--- src/rtl/simon_input_loader_if.sv ---
// Beat-level input and assembled-word output bundle of the Simon32/64 input loader.
// The master side presents one key/plaintext beat per cycle.
// The slave side returns the assembled key/block plus the done/busy status.
interface simon_input_loader_if #(
    parameter int N      = 8,
    parameter int M      = 4,
    parameter int KEY_W  = 64,
    parameter int DATA_W = 32
);
    logic              start;
    logic [N-1:0]      key;
    logic [M-1:0]      Plaintxt;
    logic [DATA_W-1:0] data;
    logic [KEY_W-1:0]  key_out;
    logic              done;
    logic              busy;

    modport master (
        output start, key, Plaintxt,
        input  data, key_out, done, busy
    );

    modport slave (
        input  start, key, Plaintxt,
        output data, key_out, done, busy
    );
endinterface

--- src/rtl/simon_input_loader.sv ---
// Serial-to-parallel front end of the Simon32/64 datapath.
// Collects an MSB-first burst of BEATS beats and publishes the 64-bit key and
// the 32-bit block atomically, together with a one-cycle done pulse that
// serves as the cipher core's start.
module simon_input_loader #(
    parameter int N      = 8,
    parameter int M      = 4,
    parameter int BEATS  = 8,
    parameter int KEY_W  = 64,
    parameter int DATA_W = 32
) (
    input  logic                  clk,
    input  logic                  reset,
    simon_input_loader_if.slave   bus
);
    localparam int CNT_W = (BEATS > 1) ? $clog2(BEATS) : 1;
    localparam logic [CNT_W-1:0] LAST_BEAT = CNT_W'(BEATS - 1);
    localparam logic [CNT_W-1:0] CNT_ZERO  = CNT_W'(0);
    localparam logic [CNT_W-1:0] CNT_ONE   = CNT_W'(1);

    typedef enum logic [1:0] {
        ST_IDLE = 2'd0,
        ST_LOAD = 2'd1,
        ST_DONE = 2'd2
    } state_t;

    state_t             state_r;
    logic [CNT_W-1:0]   cnt_r;
    logic [KEY_W-1:0]   key_sr_r;
    logic [DATA_W-1:0]  data_sr_r;
    logic [KEY_W-1:0]   key_out_r;
    logic [DATA_W-1:0]  data_r;
    logic               done_r;
    logic               busy_r;

    // Shift-register contents after accepting the beat currently on the bus.
    logic [KEY_W-1:0]   key_next_s;
    logic [DATA_W-1:0]  data_next_s;

    assign key_next_s  = {key_sr_r[KEY_W-N-1:0], bus.key};
    assign data_next_s = {data_sr_r[DATA_W-M-1:0], bus.Plaintxt};

    // Burst sequencer: beat capture, completion publish and status flags.
    always_ff @(posedge clk) begin
        if (!reset) begin
            state_r   <= ST_IDLE;
            cnt_r     <= CNT_ZERO;
            key_sr_r  <= {KEY_W{1'b0}};
            data_sr_r <= {DATA_W{1'b0}};
            key_out_r <= {KEY_W{1'b0}};
            data_r    <= {DATA_W{1'b0}};
            done_r    <= 1'b0;
            busy_r    <= 1'b0;
        end else begin
            done_r <= 1'b0;
            case (state_r)
                // DONE behaves like IDLE so a start in the done cycle
                // opens the next burst without a gap.
                ST_IDLE, ST_DONE: begin
                    if (bus.start) begin
                        key_sr_r  <= {{(KEY_W-N){1'b0}}, bus.key};
                        data_sr_r <= {{(DATA_W-M){1'b0}}, bus.Plaintxt};
                        cnt_r     <= CNT_ONE;
                        state_r   <= ST_LOAD;
                        busy_r    <= 1'b1;
                    end else begin
                        state_r   <= ST_IDLE;
                        busy_r    <= 1'b0;
                    end
                end
                // One beat per edge; start is ignored until the burst ends.
                ST_LOAD: begin
                    key_sr_r  <= key_next_s;
                    data_sr_r <= data_next_s;
                    if (cnt_r == LAST_BEAT) begin
                        key_out_r <= key_next_s;
                        data_r    <= data_next_s;
                        done_r    <= 1'b1;
                        cnt_r     <= CNT_ZERO;
                        state_r   <= ST_DONE;
                        busy_r    <= 1'b0;
                    end else begin
                        cnt_r     <= cnt_r + CNT_ONE;
                        state_r   <= ST_LOAD;
                        busy_r    <= 1'b1;
                    end
                end
                default: begin
                    state_r <= ST_IDLE;
                    cnt_r   <= CNT_ZERO;
                    busy_r  <= 1'b0;
                end
            endcase
        end
    end

    assign bus.data    = data_r;
    assign bus.key_out = key_out_r;
    assign bus.done    = done_r;
    assign bus.busy    = busy_r;
endmodule
--- src/flat_wrapper.sv ---
// flat-port wrapper written by rule: the top's interface ports become plain ports
module simon_input_loader_flat 
#(
    parameter int N      = 8,
    parameter int M      = 4,
    parameter int BEATS  = 8,
    parameter int KEY_W  = 64,
    parameter int DATA_W = 32
)
  (clk, reset, bus_start, bus_key, bus_Plaintxt, bus_data, bus_key_out, bus_done, bus_busy);
  simon_input_loader_if #(.N(N), .M(M), .KEY_W(KEY_W), .DATA_W(DATA_W)) bus_i ();
  input  logic clk;
  input  logic reset;
  input wire logic [$bits(bus_i.start)-1:0] bus_start;
  input wire logic [$bits(bus_i.key)-1:0] bus_key;
  input wire logic [$bits(bus_i.Plaintxt)-1:0] bus_Plaintxt;
  output wire logic [$bits(bus_i.data)-1:0] bus_data;
  output wire logic [$bits(bus_i.key_out)-1:0] bus_key_out;
  output wire logic [$bits(bus_i.done)-1:0] bus_done;
  output wire logic [$bits(bus_i.busy)-1:0] bus_busy;
  assign bus_i.start = bus_start;
  assign bus_i.key = bus_key;
  assign bus_i.Plaintxt = bus_Plaintxt;
  assign bus_data = bus_i.data;
  assign bus_key_out = bus_i.key_out;
  assign bus_done = bus_i.done;
  assign bus_busy = bus_i.busy;
  simon_input_loader #(.N(N), .M(M), .BEATS(BEATS), .KEY_W(KEY_W), .DATA_W(DATA_W)) u_core (.clk(clk), .reset(reset), .bus(bus_i));
endmodule
--- config.mk ---
export PLATFORM = sky130hd
export DESIGN_NAME = simon_input_loader_flat
export DESIGN_NICKNAME = d
export VERILOG_FILES = /design/src/rtl/simon_input_loader_if.sv /design/src/rtl/simon_input_loader.sv /design/src/flat_wrapper.sv
export SDC_FILE = /design/constraint.sdc
export NUM_CORES = 1
export LEC_CHECK = 0
export BUFFER_PORTS_ARGS = -buffer_cell sky130_fd_sc_hd__buf_2
export CAP_MARGIN = 40
export CELL_PAD_IN_SITES_DETAIL_PLACEMENT = 2
export CELL_PAD_IN_SITES_GLOBAL_PLACEMENT = 2
export CORE_MARGIN = 2
export CORE_UTILIZATION = 30
export DETAILED_ROUTE_END_ITERATION = 7
export PLACE_DENSITY_LB_ADDON = 0.1
export SLEW_MARGIN = 20
export SYNTH_ARGS = -nofsm -noshare
export SYNTH_HDL_FRONTEND = slang
export SYNTH_SLANG_ARGS = --single-unit
--- constraint.sdc ---
create_clock -name clk -period 1.4 [get_ports clk]
set_input_delay 0.21 -clock clk [delete_from_list [all_inputs] [get_ports clk]]
set_output_delay 0.21 -clock clk [all_outputs]
set_load 0.005 [all_outputs]
==> impl_results.md, run 1 <==
- Run status: complete, but fails checks
- Failing checks: negative setup slack
- Worst Hold Class: input port to flop
- Highest Signal Layer: met4
- Crit end category: flop
- Switch share: 0.220
- Maximum vdd ir drop: ~870 uV
- Reg-to-reg setup timing slack: -0.15 ns
- Initial Util: 0.303
- Clock power frac: 0.481
- Initial DRC count: 192
- Ports: between 100 and 150
- Synth Net Count: between 600 and 700
- Placed Cells: about 1000
- Nets: about 800
- Cell Int Power: about 8.9 mW
- Critical Path RT: 1.75 ns
- Total CTS buffers: 17
- Die ar.: 0.0214 sq mm
- Root Buffer: clkbuf_16
- Post-CTS Hold Buffers: 0
- Cell area power density: approximately 1300 mW/mm^2
- Final WL: around 20000 microns
- Synth Instances: 639
- Clock Sinks: 186
- Most frequent cell after synthesis: dfxtp_1
- First-pass GRT wire length: 29200 microns
- Placed Area: 0.00720 sq mm
- Fmax: ~640 MHz
- Fin crit share: 1.11
- Antenna cells: 0
- Most frequent cell on the critical path: ha_4
- Crit-path cells: ha_4 -> ha_4 -> nand3b_1 -> buf_6 -> clkbuf_16 -> buf_16 -> nand3_1 -> o21ai_1
- TritonCTS clock tree: built
- Unrepaired setup endpoints after global routing: yes
- DRT Pass-1 Iters: 4
- Worst Setup Slack, final: -0.153 ns
- Core area: roughly 0.020 sq mm
- Layout cells sized above 1: 0.330
- Fill cells: approximately 2100
- Finished Cell Area: 0.00857 sq mm
- Library cells used by synthesis: 22
- Switch Pwr: 2.52 mW
- Post-synth top area cell: dfxtp_1
- Post-synth EDFFs: 0
- Crit-path max FO: 7
- Die span in y: between 100 and 150 microns
- Post-DP HPWL: approximately 12000 microns
- Synth top area share: 0.613
- Setup TNS: -6.34 ns
- H-tree depth: 4
- Cell leakage power: 3.35 nW
- Worst-Skew Late Latency: about 0.43 ns
- Initial antenna violation count: 0
- Ys Warns: 0
- Synth top area cells: dfxtp_1 61%, nand3_1 7.9%, o22ai_1 7.5%
- Number of global-route vias before repair: roughly 5500
- Remaining DRCs: 0
- Final cell count without fillers: 1045
- Cell area after synthesis: slightly above 0.006 sq mm
- Max Buffers Root-to-Sink: 2
- Tmin final: 1.55 ns
- Via Count: between 5000 and 6000
- Sequential group share of total power: 0.468
- Vias per inst: approximately 5.0
- Largest net degree at the start of global routing: 57
- Combinational power share: 0.051
- Metal2 WL: between 10000 and 15000 microns
- Power Total: 11.4 mW
- Grt total ovfl: 0
- Max Cap Violations: 0
- Seq/Total Area, Yosys: 0.613
- RePlAce Congestion: around 0.71
- Clock-pin slew on the worst setup and hold paths: 0.07 ns
- #FFs+latches synth: around 190
- Wire per inst: roughly 19 microns
- Slew headroom: 0.803
- WS Path Type: flop to flop
- Post-synth top cells: 186 x dfxtp_1, 96 x nand2_1, 96 x nand3_1
- WL met3: around 680 microns
- Final setup fails: between 90 and 100
- Avg Inst Size Synth: around 9.5 sq um
- Final slew viol count: 0
- Number of port buffers: ~110
- Worst-margin pin slew: 0.296 ns
- Area Growth Syn to Fin: 41.1%
- Die W: between 100 and 150 microns
- Worst setup SP type: flop
- CP max stage delay: ~0.34 ns
- CP arrival: ~1.9 ns
- CP max stage cell: dfxtp_2
- GRT Total Usage: 0.170
- Site Rows: 52
- Fin. Hold Viols: 0
- Layout Skew: between 0.009 and 0.01 ns
- Final ANT Viol Nets: 0
- DRT met1 WL: 8870 microns
- FFs w/ async S/R, synth: 0
- Most used DFF post-synth: dfxtp_1
stage by stage:
step	hold WS (ns)	utilization	setup slack (ns)
floorplan	0.370	-	0.00257
global placement	0.443	0.359	0.0169
detailed placement	0.453	0.359	-0.0717
CTS	0.0361	0.394	-0.0884
global route	0.0636	0.428	-0.208
finish	0.0479	0.428	-0.153
power groups by stage:
stage / clock (mW) / combinational (mW) / sequential [mW]
3_3_place_gp: 0 / 0.550 / 5.48
4_1_cts: 5.61 / 0.572 / 5.36
5_1_grt: 5.87 / 0.628 / 5.37
3_5_place_dp: 0 / 0.566 / 5.48
6_report: 5.51 / 0.580 / 5.36
2_1_floorplan: 0 / 0.301 / 5.48
path summary, 6_finish.rpt:
path                             from                  end  cells after the start
setup / recovery      u_core.cnt_r[0]   u_core.bus.data[6]                      8
hold / removal             bus_key[1]   u_core.key_sr_r[1]                      3
setup reg to reg      u_core.cnt_r[0]   u_core.bus.data[6]                      8
hold reg to reg   u_core.bus.data[22]  u_core.bus.data[22]                      2
layout by cell type, fill, tap and decap left out:
master and n:
a21oi_1 2, and2_1 5, buf_12 15, buf_16 3, buf_2 111, buf_4 12, buf_6 4, buf_8 8
bufinv_16 6, clkbuf_1 2, clkbuf_16 28, clkinv_2 1, clkinv_4 3, dfxtp_1 183, dfxtp_2 3, ha_4 2
inv_1 1, inv_6 3, mux2i_1 12, nand2_1 96, nand2b_4 1, nand3_1 54, nand3_2 38, nand3_4 4
nand3b_1 1, nor2_1 1, nor2b_1 3, nor3b_1 2, o21ai_0 4, o21ai_1 79, o21ai_2 13, o21ai_4 1
o22ai_1 73, o32ai_1 1
state kept, by name, indices dropped and copies added (netlist names):
signal,count
u_core.bus.key_out,64
u_core.cnt_r,3
u_core.state_r,2
u_core.bus.data,32
u_core.bus.done,1
u_core.key_sr_r,56
u_core.data_sr_r,28
repair_timing:
| item | in CTS | in global routing |
|---|---|---|
| cloned | 0 | 13 |
| pin swaps | 2 | 14 |
| buffers inserted | 0 | 2 |
| endpoints found under the setup margin | 95 | 96 |
| gates resized for setup | 11 | 89 |
routing by layer:
layer	vias up	track usage
li1	2515	-
met2	77	0.302
met1	2605	0.203
met5	-	0
met4	0	0.0558
met3	17	0.0413
logic make-up (layout without fill, tap and decap cells):
logic type                 after synthesis  after routing  share of synthesized area
adders and majority gates                2              2                    0.00412
buffers and inverters                   61            197                     0.0527
and+or+nand+nor                        205            205                      0.152
AOI/OAI and AO/OA                      173            173                      0.158
muxes                                   12             12                     0.0198
DFF                                    186            186                      0.613
critical path: cells and delay by family, from the launching register on:
kind                     cells  cell delay, ns
AND/OR/NAND/NOR              2            0.21
AO/OA/AOI/OAI                1            0.11
flip-flops                   1            0.34
adder cells (fa/ha/maj)      2            0.31
buffers and inverters        3            0.49
area by class of cell:
type                            instances  area [sq um]  area share
Sequential cell                       186          3730       0.435
Tap cell                              270           338      0.0394
Multi-Input combinational cell        392          2360       0.276
Timing Repair Buffer                  164          1470       0.171
Inverter                                1          3.75    0.000438
Clock buffer                           19           433      0.0505
Clock inverter                         13           238      0.0277
Note: power is estimated with default switching activity, not from simulation.
==> run 2, diff against run 1 <==
- CAP_MARGIN: 40 -> 20
- MAX_ROUTING_LAYER: unset -> met4
==> impl_results.md, run 2 (synthesis results as in run 1) <==
- Run status: complete, but fails checks (unchanged)
- Failing checks: negative setup slack (unchanged)
- Worst-Skew Late Latency: 0.43 ns (about the same)
- Vias per inst: 4.99 (about the same)
- Clock-pin slew on the worst setup and hold paths: 0.07 ns (about the same)
- Met2 usage in global routing: 0.301 (was 0.302)
- DRT Pass-1 Iters: 4 (unchanged)
- Met1 Track Usage GR: 0.206 (was 0.203)
- Number of port buffers: 112 (unchanged)
- WS Path Type: flop to flop (unchanged)
- Ports: 113 (unchanged)
- Antenna cells: 0 (unchanged)
- Final setup fails: 96 (unchanged)
- Fin. Hold Viols: 0 (unchanged)
- Area Growth Syn to Fin: 41.1% (about the same)
- Max reg flops: 64 (unchanged)
- Critical Path RT: 1.76 ns (was 1.75 ns)
- Remaining DRCs: 0 (unchanged)
- Final WL: 19900 microns (was 20100 microns)
- Reg-to-reg setup timing slack: -0.15 ns (about the same)
- Worst-margin pin slew: 0.296 ns (about the same)
- Unrepaired setup endpoints after global routing: yes (unchanged)
- Layout Skew: 0.00969 ns (was 0.00975 ns)
- Worst Setup Slack, final: -0.151 ns (was -0.153 ns)
- GRT Total Usage: 0.176 (was 0.170)
- RePlAce Congestion: 0.723 (was 0.715)
- Most common cell after layout, fill and taps aside: dfxtp_1 (unchanged)
- Final core occ: 0.428 (about the same)
- Fill cells: 2151 (was 2148)
- Final ANT Viol Nets: 0 (unchanged)
- Die span in y: 146 microns (unchanged)
- Layout cells sized above 1: 0.325 (was 0.330)
- Largest net degree at the start of global routing: 57 (unchanged)
- TritonCTS clock tree: built (unchanged)
- Setup TNS: -6.32 ns (was -6.34 ns)
- Die W: 146 microns (unchanged)
- Slew headroom: 0.803 (about the same)
- Cell leakage power: 3.35 nW (about the same)
- Finished Cell Area: 0.00857 sq mm (about the same)
- Site Rows: 52 (unchanged)
- Via Count: 5213 (was 5214)
- Wire per inst: 19.1 microns (was 19.3 microns)
- Fin crit share: 1.11 (about the same)
- Placed Area: 0.00720 sq mm (unchanged)
- Worst Hold Class: input port to flop (unchanged)
- FF-to-FF Start: u_core.cnt_r[0] (unchanged)
- Tmin final: 1.55 ns (about the same)
- Hold endpoint: u_core.key_sr_r[1] (unchanged)
- Root Buffer: clkbuf_16 (unchanged)
- Post-DP HPWL: 12300 microns (unchanged)
- M3 GR Usage: 0.0394 (was 0.0413)
- Worst setup SP type: flop (unchanged)
- FF-to-FF End: u_core.bus.data[6] (unchanged)
- Cell area power density: 1340 mW/mm^2 (about the same)
- H-tree depth: 4 (unchanged)
- Max Cap Violations: 0 (unchanged)
- First-pass GRT wire length: 29300 microns (was 29200 microns)
- CP arrival: 1.91 ns (about the same)
- Crit end category: flop (unchanged)
- Clock Sinks: 186 (unchanged)
- Number of global-route vias before repair: 5490 (was 5502)
- Max Buffers Root-to-Sink: 2 (unchanged)
- Final slew viol count: 0 (unchanged)
- Hold path start: bus_key[1] (unchanged)
- Die ar.: 0.0214 sq mm (unchanged)
- Hold path depth: 3 (unchanged)
- Initial antenna violation count: 0 (unchanged)
- Placed Cells: 998 (unchanged)
- Final cell count without fillers: 1045 (unchanged)
- Initial Util: 0.303 (unchanged)
- Worst R2R Path Depth: 8 (unchanged)
- Fmax: 645 MHz (was 644 MHz)
- Maximum vdd ir drop: 873 uV (was 870 uV)
- Pre-CTS setup slack: -0.0717 ns (unchanged)
- Nets: 779 (unchanged)
- Busiest grt layer: met2 (unchanged)
- Most frequent cells in the layout: 183 x dfxtp_1, 111 x buf_2, 96 x nand2_1 (unchanged)
- Grt total ovfl: 0 (unchanged)
- Crit-path max FO: 7 (unchanged)
- Total CTS buffers: 17 (unchanged)
- Core area: 0.0200 sq mm (unchanged)
- Initial DRC count: 183 (was 192)
==> run 2: cell types whose count changed in the layout (fill, tap and decap cells not counted) <==
cell and change:
nand3_1 +2, nand3_2 -2, o21ai_1 +2, o21ai_2 -2
buf_6 -1, clkbuf_16 +1
==> run 2: worst max path at each step <==
stage	depth (start not counted)	to	startpoint	slack [ns]
global route	8	u_core.bus.data[6]	u_core.cnt_r[0]	-0.20
detailed placement	7	u_core.bus.key_out[56]	u_core.cnt_r[1]	-0.07
finish	8	u_core.bus.data[6]	u_core.cnt_r[0]	-0.15
CTS	7	u_core.bus.key_out[60]	u_core.cnt_r[0]	-0.09
global placement	7	u_core.bus.data[18]	u_core.cnt_r[1]	0.02
floorplan	8	u_core.bus.key_out[39]	u_core.cnt_r[1]	0.003
==> run 2: power by group <==
part / internal (mW) / switching, mW
clock network: 3.38 / 2.15
registers: 5.34 / 0.0229
logic: 0.216 / 0.360
total: 8.93 / 2.53
==> run 2: final cells by class <==
cell class | instances | area, sq um | share of cell area
multi-input combinational | 392 | 2340 | 0.274
clock inverter | 13 | 238 | 0.0277
inverter | 1 | 3.75 | 0.000438
timing repair buffer | 164 | 1480 | 0.173
sequential | 186 | 3730 | 0.435
tap | 270 | 338 | 0.0394
clock buffer | 19 | 433 | 0.0505
==> run 2: per-stage QoR <==
step | hold WS (ns) | total power, mW
after floorplan | 0.370 | 5.78
after global placement | 0.443 | 6.03
after detailed placement | 0.453 | 6.05
after CTS | 0.0361 | 11.5
after global routing | 0.0633 | 11.9
final | 0.0473 | 11.5
==> run 2: metal layers <==
metal  wire length, microns  vias up
met3                    646       17
met5                      0        -
met1                   8700     2610
li1                       -     2509
met4                    260        0
met2                  10300       77
==> run 2: what timing repair did <==
item                                    CTS  global route
setup buffers                             0             2
cloned                                    0            13
endpoints found under the setup margin   95            96
hold buffers                              0             0
pin swaps                                 2            14
gates resized for setup                  11            85
==> run 2: critical path, stage by stage, from the launching register on <==
cell       delay (ns)
dfxtp_2          0.34
ha_4             0.16
ha_4             0.15
nand3b_1         0.10
buf_6            0.17
clkbuf_16        0.19
buf_16           0.14
nand3_1          0.11
o21ai_1          0.11
==> run 3, diff against run 2 <==
==> constraint.sdc (replaced) <==
create_clock -name clk -period 1.4 [get_ports clk]
set_input_delay 0.07 -clock clk [delete_from_list [all_inputs] [get_ports clk]]
set_output_delay 0.07 -clock clk [all_outputs]
set_load 0.005 [all_outputs]
==> impl_results.md, run 3 (synthesis results as in run 1) <==
- Initial Util: 0.303 (unchanged)
- Max Cap Violations: 0 (unchanged)
- Cell area power density: 1250 mW/mm^2 (was 1340 mW/mm^2)
- Fin crit share: 1.08 (was 1.11)
- Worst setup SP type: flop (unchanged)
- Wire per inst: 19.1 microns (about the same)
- Grt total ovfl: 0 (unchanged)
- Fill cells: 2136 (was 2151)
- Ports: 113 (unchanged)
- Pre-CTS setup slack: -0.0755 ns (was -0.0717 ns)
- Clock Sinks: 186 (unchanged)
- CP arrival: 1.87 ns (was 1.91 ns)
- Crit-path cells: ha_4 -> ha_4 -> nand3b_1 -> buf_6 -> clkbuf_16 -> clkbuf_16 -> nand3_2 -> o21ai_1 (was ha_4 -> ha_4 -> nand3b_1 -> buf_6 -> clkbuf_16 -> buf_16 -> nand3_1 -> o21ai_1)
- Final WL: 20000 microns (was 19900 microns)
- DRT Pass-1 Iters: 4 (unchanged)
- Antenna cells: 0 (unchanged)
- Post-DP HPWL: 11300 microns (was 12300 microns)
- Initial DRC count: 246 (was 183)
- Unrepaired setup endpoints after global routing: yes (unchanged)
- Worst Setup Slack, final: -0.115 ns (was -0.151 ns)
- Setup TNS: -6.80 ns (was -6.32 ns)
- Most frequent cells in the layout: 184 x dfxtp_1, 111 x buf_2, 96 x nand2_1 (was 183 x dfxtp_1, 111 x buf_2, 96 x nand2_1)
- Slew headroom: 0.790 (was 0.803)
- First-pass GRT wire length: 29400 microns (was 29300 microns)
- GRT Total Usage: 0.176 (about the same)
- Core area: 0.0200 sq mm (unchanged)
- Max reg flops: 64 (unchanged)
- Area Growth Syn to Fin: 44.7% (was 41.1%)
- TritonCTS clock tree: built (unchanged)
- Final slew viol count: 0 (unchanged)
- Root Buffer: clkbuf_16 (unchanged)
- Worst-Skew Late Latency: 0.43 ns (about the same)
- Cell leakage power: 3.41 nW (was 3.35 nW)
- Worst R2R Path Depth: 8 (unchanged)
- Via Count: 5263 (was 5213)
- Largest net degree at the start of global routing: 58 (was 57)
- Critical Path RT: 1.76 ns (about the same)
- Number of port buffers: 112 (unchanged)
- WL met3: 575 microns (was 646 microns)
- Fin. Hold Viols: 0 (unchanged)
- Layout cells sized above 1: 0.354 (was 0.325)
- DRT met1 WL: 8830 microns (was 8700 microns)
- Clock-pin slew on the worst setup and hold paths: 0.07 ns (about the same)
- Failing checks: negative setup slack (unchanged)
- Run status: complete, but fails checks (unchanged)
- Die span in y: 146 microns (unchanged)
- Highest Signal Layer: met4 (unchanged)
- Metal2 WL: 10500 microns (was 10300 microns)
- Die ar.: 0.0214 sq mm (unchanged)
- Maximum vdd ir drop: 765 uV (was 873 uV)
- Worst-margin pin slew: 0.315 ns (was 0.296 ns)
- Worst Hold Class: input port to flop (unchanged)
- Total CTS buffers: 17 (unchanged)
- Nets: 786 (was 779)
- Crit end category: flop (unchanged)
- RePlAce Congestion: 0.718 (was 0.723)
- Layout Skew: 0.00932 ns (was 0.00969 ns)
- CP max stage cell: dfxtp_2 (unchanged)
- Final setup fails: 95 (was 96)
- Site Rows: 52 (unchanged)
- Vias per inst: 5.00 (was 4.99)
- Crit-path max FO: 7 (unchanged)
- Die W: 146 microns (unchanged)
- Initial antenna violation count: 0 (unchanged)
- Number of global-route vias before repair: 5471 (was 5490)
- Worst path bufs/invs: 3 (unchanged)
- Final ANT Viol Nets: 0 (unchanged)
- Fmax: 660 MHz (was 645 MHz)
- Most common cell after layout, fill and taps aside: dfxtp_1 (unchanged)
- Tmin final: 1.52 ns (was 1.55 ns)
- CP Depth: 8 (unchanged)
- Max Buffers Root-to-Sink: 2 (unchanged)
- Top delay family on crit path: buffers and inverters (unchanged)
- H-tree depth: 4 (unchanged)
- CP max stage delay: 0.34 ns (about the same)
- Hold path depth: 4 (was 3)
- Remaining DRCs: 0 (unchanged)
- WS Path Type: flop to flop (unchanged)
run 3: cell types whose count changed in the layout (fill, tap and decap cells not counted), sizes merged:
cell	delta
dlygate4sd3	+13
buf	-7
clkbuf	+4
bufinv	-3
inv	-2
clkinv	+1
clkinvlp	+1
run 3: area by class of cell:
cell class | count | area, sq um | area share
Timing Repair Buffer | 171 | 1610 | 0.184
Tap cell | 270 | 338 | 0.0384
Multi-Input combinational cell | 392 | 2480 | 0.283
Clock inverter | 10 | 139 | 0.0158
Clock buffer | 22 | 484 | 0.0551
Sequential cell | 186 | 3730 | 0.424
Inverter | 1 | 3.75 | 0.000427
run 3: per-layer routing:
metal	vias to the layer above	track usage
li1	2533	-
met1	2647	0.218
met2	71	0.292
met3	12	0.0363
met4	0	0.0519
met5	-	-
run 3: path summary, 6_finish.rpt:
| path | from | end | slack (ns) |
|---|---|---|---|
| min | bus_start | u_core.cnt_r[1] | 0.02 |
| max reg2reg | u_core.cnt_r[0] | u_core.bus.data[6] | -0.12 |
| min reg2reg | u_core.bus.data[20] | u_core.bus.data[20] | 0.45 |
| max | u_core.cnt_r[0] | u_core.bus.data[6] | -0.12 |
run 3: through the flow:
step           hold WS (ns)  cells  cell area [sq um]   util  power [mW]
5_1_grt              0.0396   1052               8790  0.438        11.4
6_report             0.0230   1052               8790  0.438        11.0
2_1_floorplan         0.230    639               6110      -        5.78
3_3_place_gp          0.354    985               7070  0.353        5.99
4_1_cts              0.0102   1040               8110  0.405        11.1
3_5_place_dp          0.357    985               7070  0.353        6.01
run 3: power by group:
group	internal [mW]	total, mW	switching (mW)
combinational	0.212	0.577	0.365
clock	3.01	5.05	2.05
sequential	5.34	5.36	0.0212
run 3: worst min-delay path, cell delays in order:
cell and delay [ns]:
buf_2 0.12, nor3b_1 0.05, a21oi_1 0.11, nor2b_1 0.06
run 3: what timing repair did:
action / CTS / global route
hold endpoints to repair: 30 / 0
gates cloned: 6 / 14
resized for setup: 46 / 84
hold buffers: 13 / 0
buffers inserted: 4 / 1
pin swaps: 2 / 20
endpoints found under the setup margin: 95 / 96
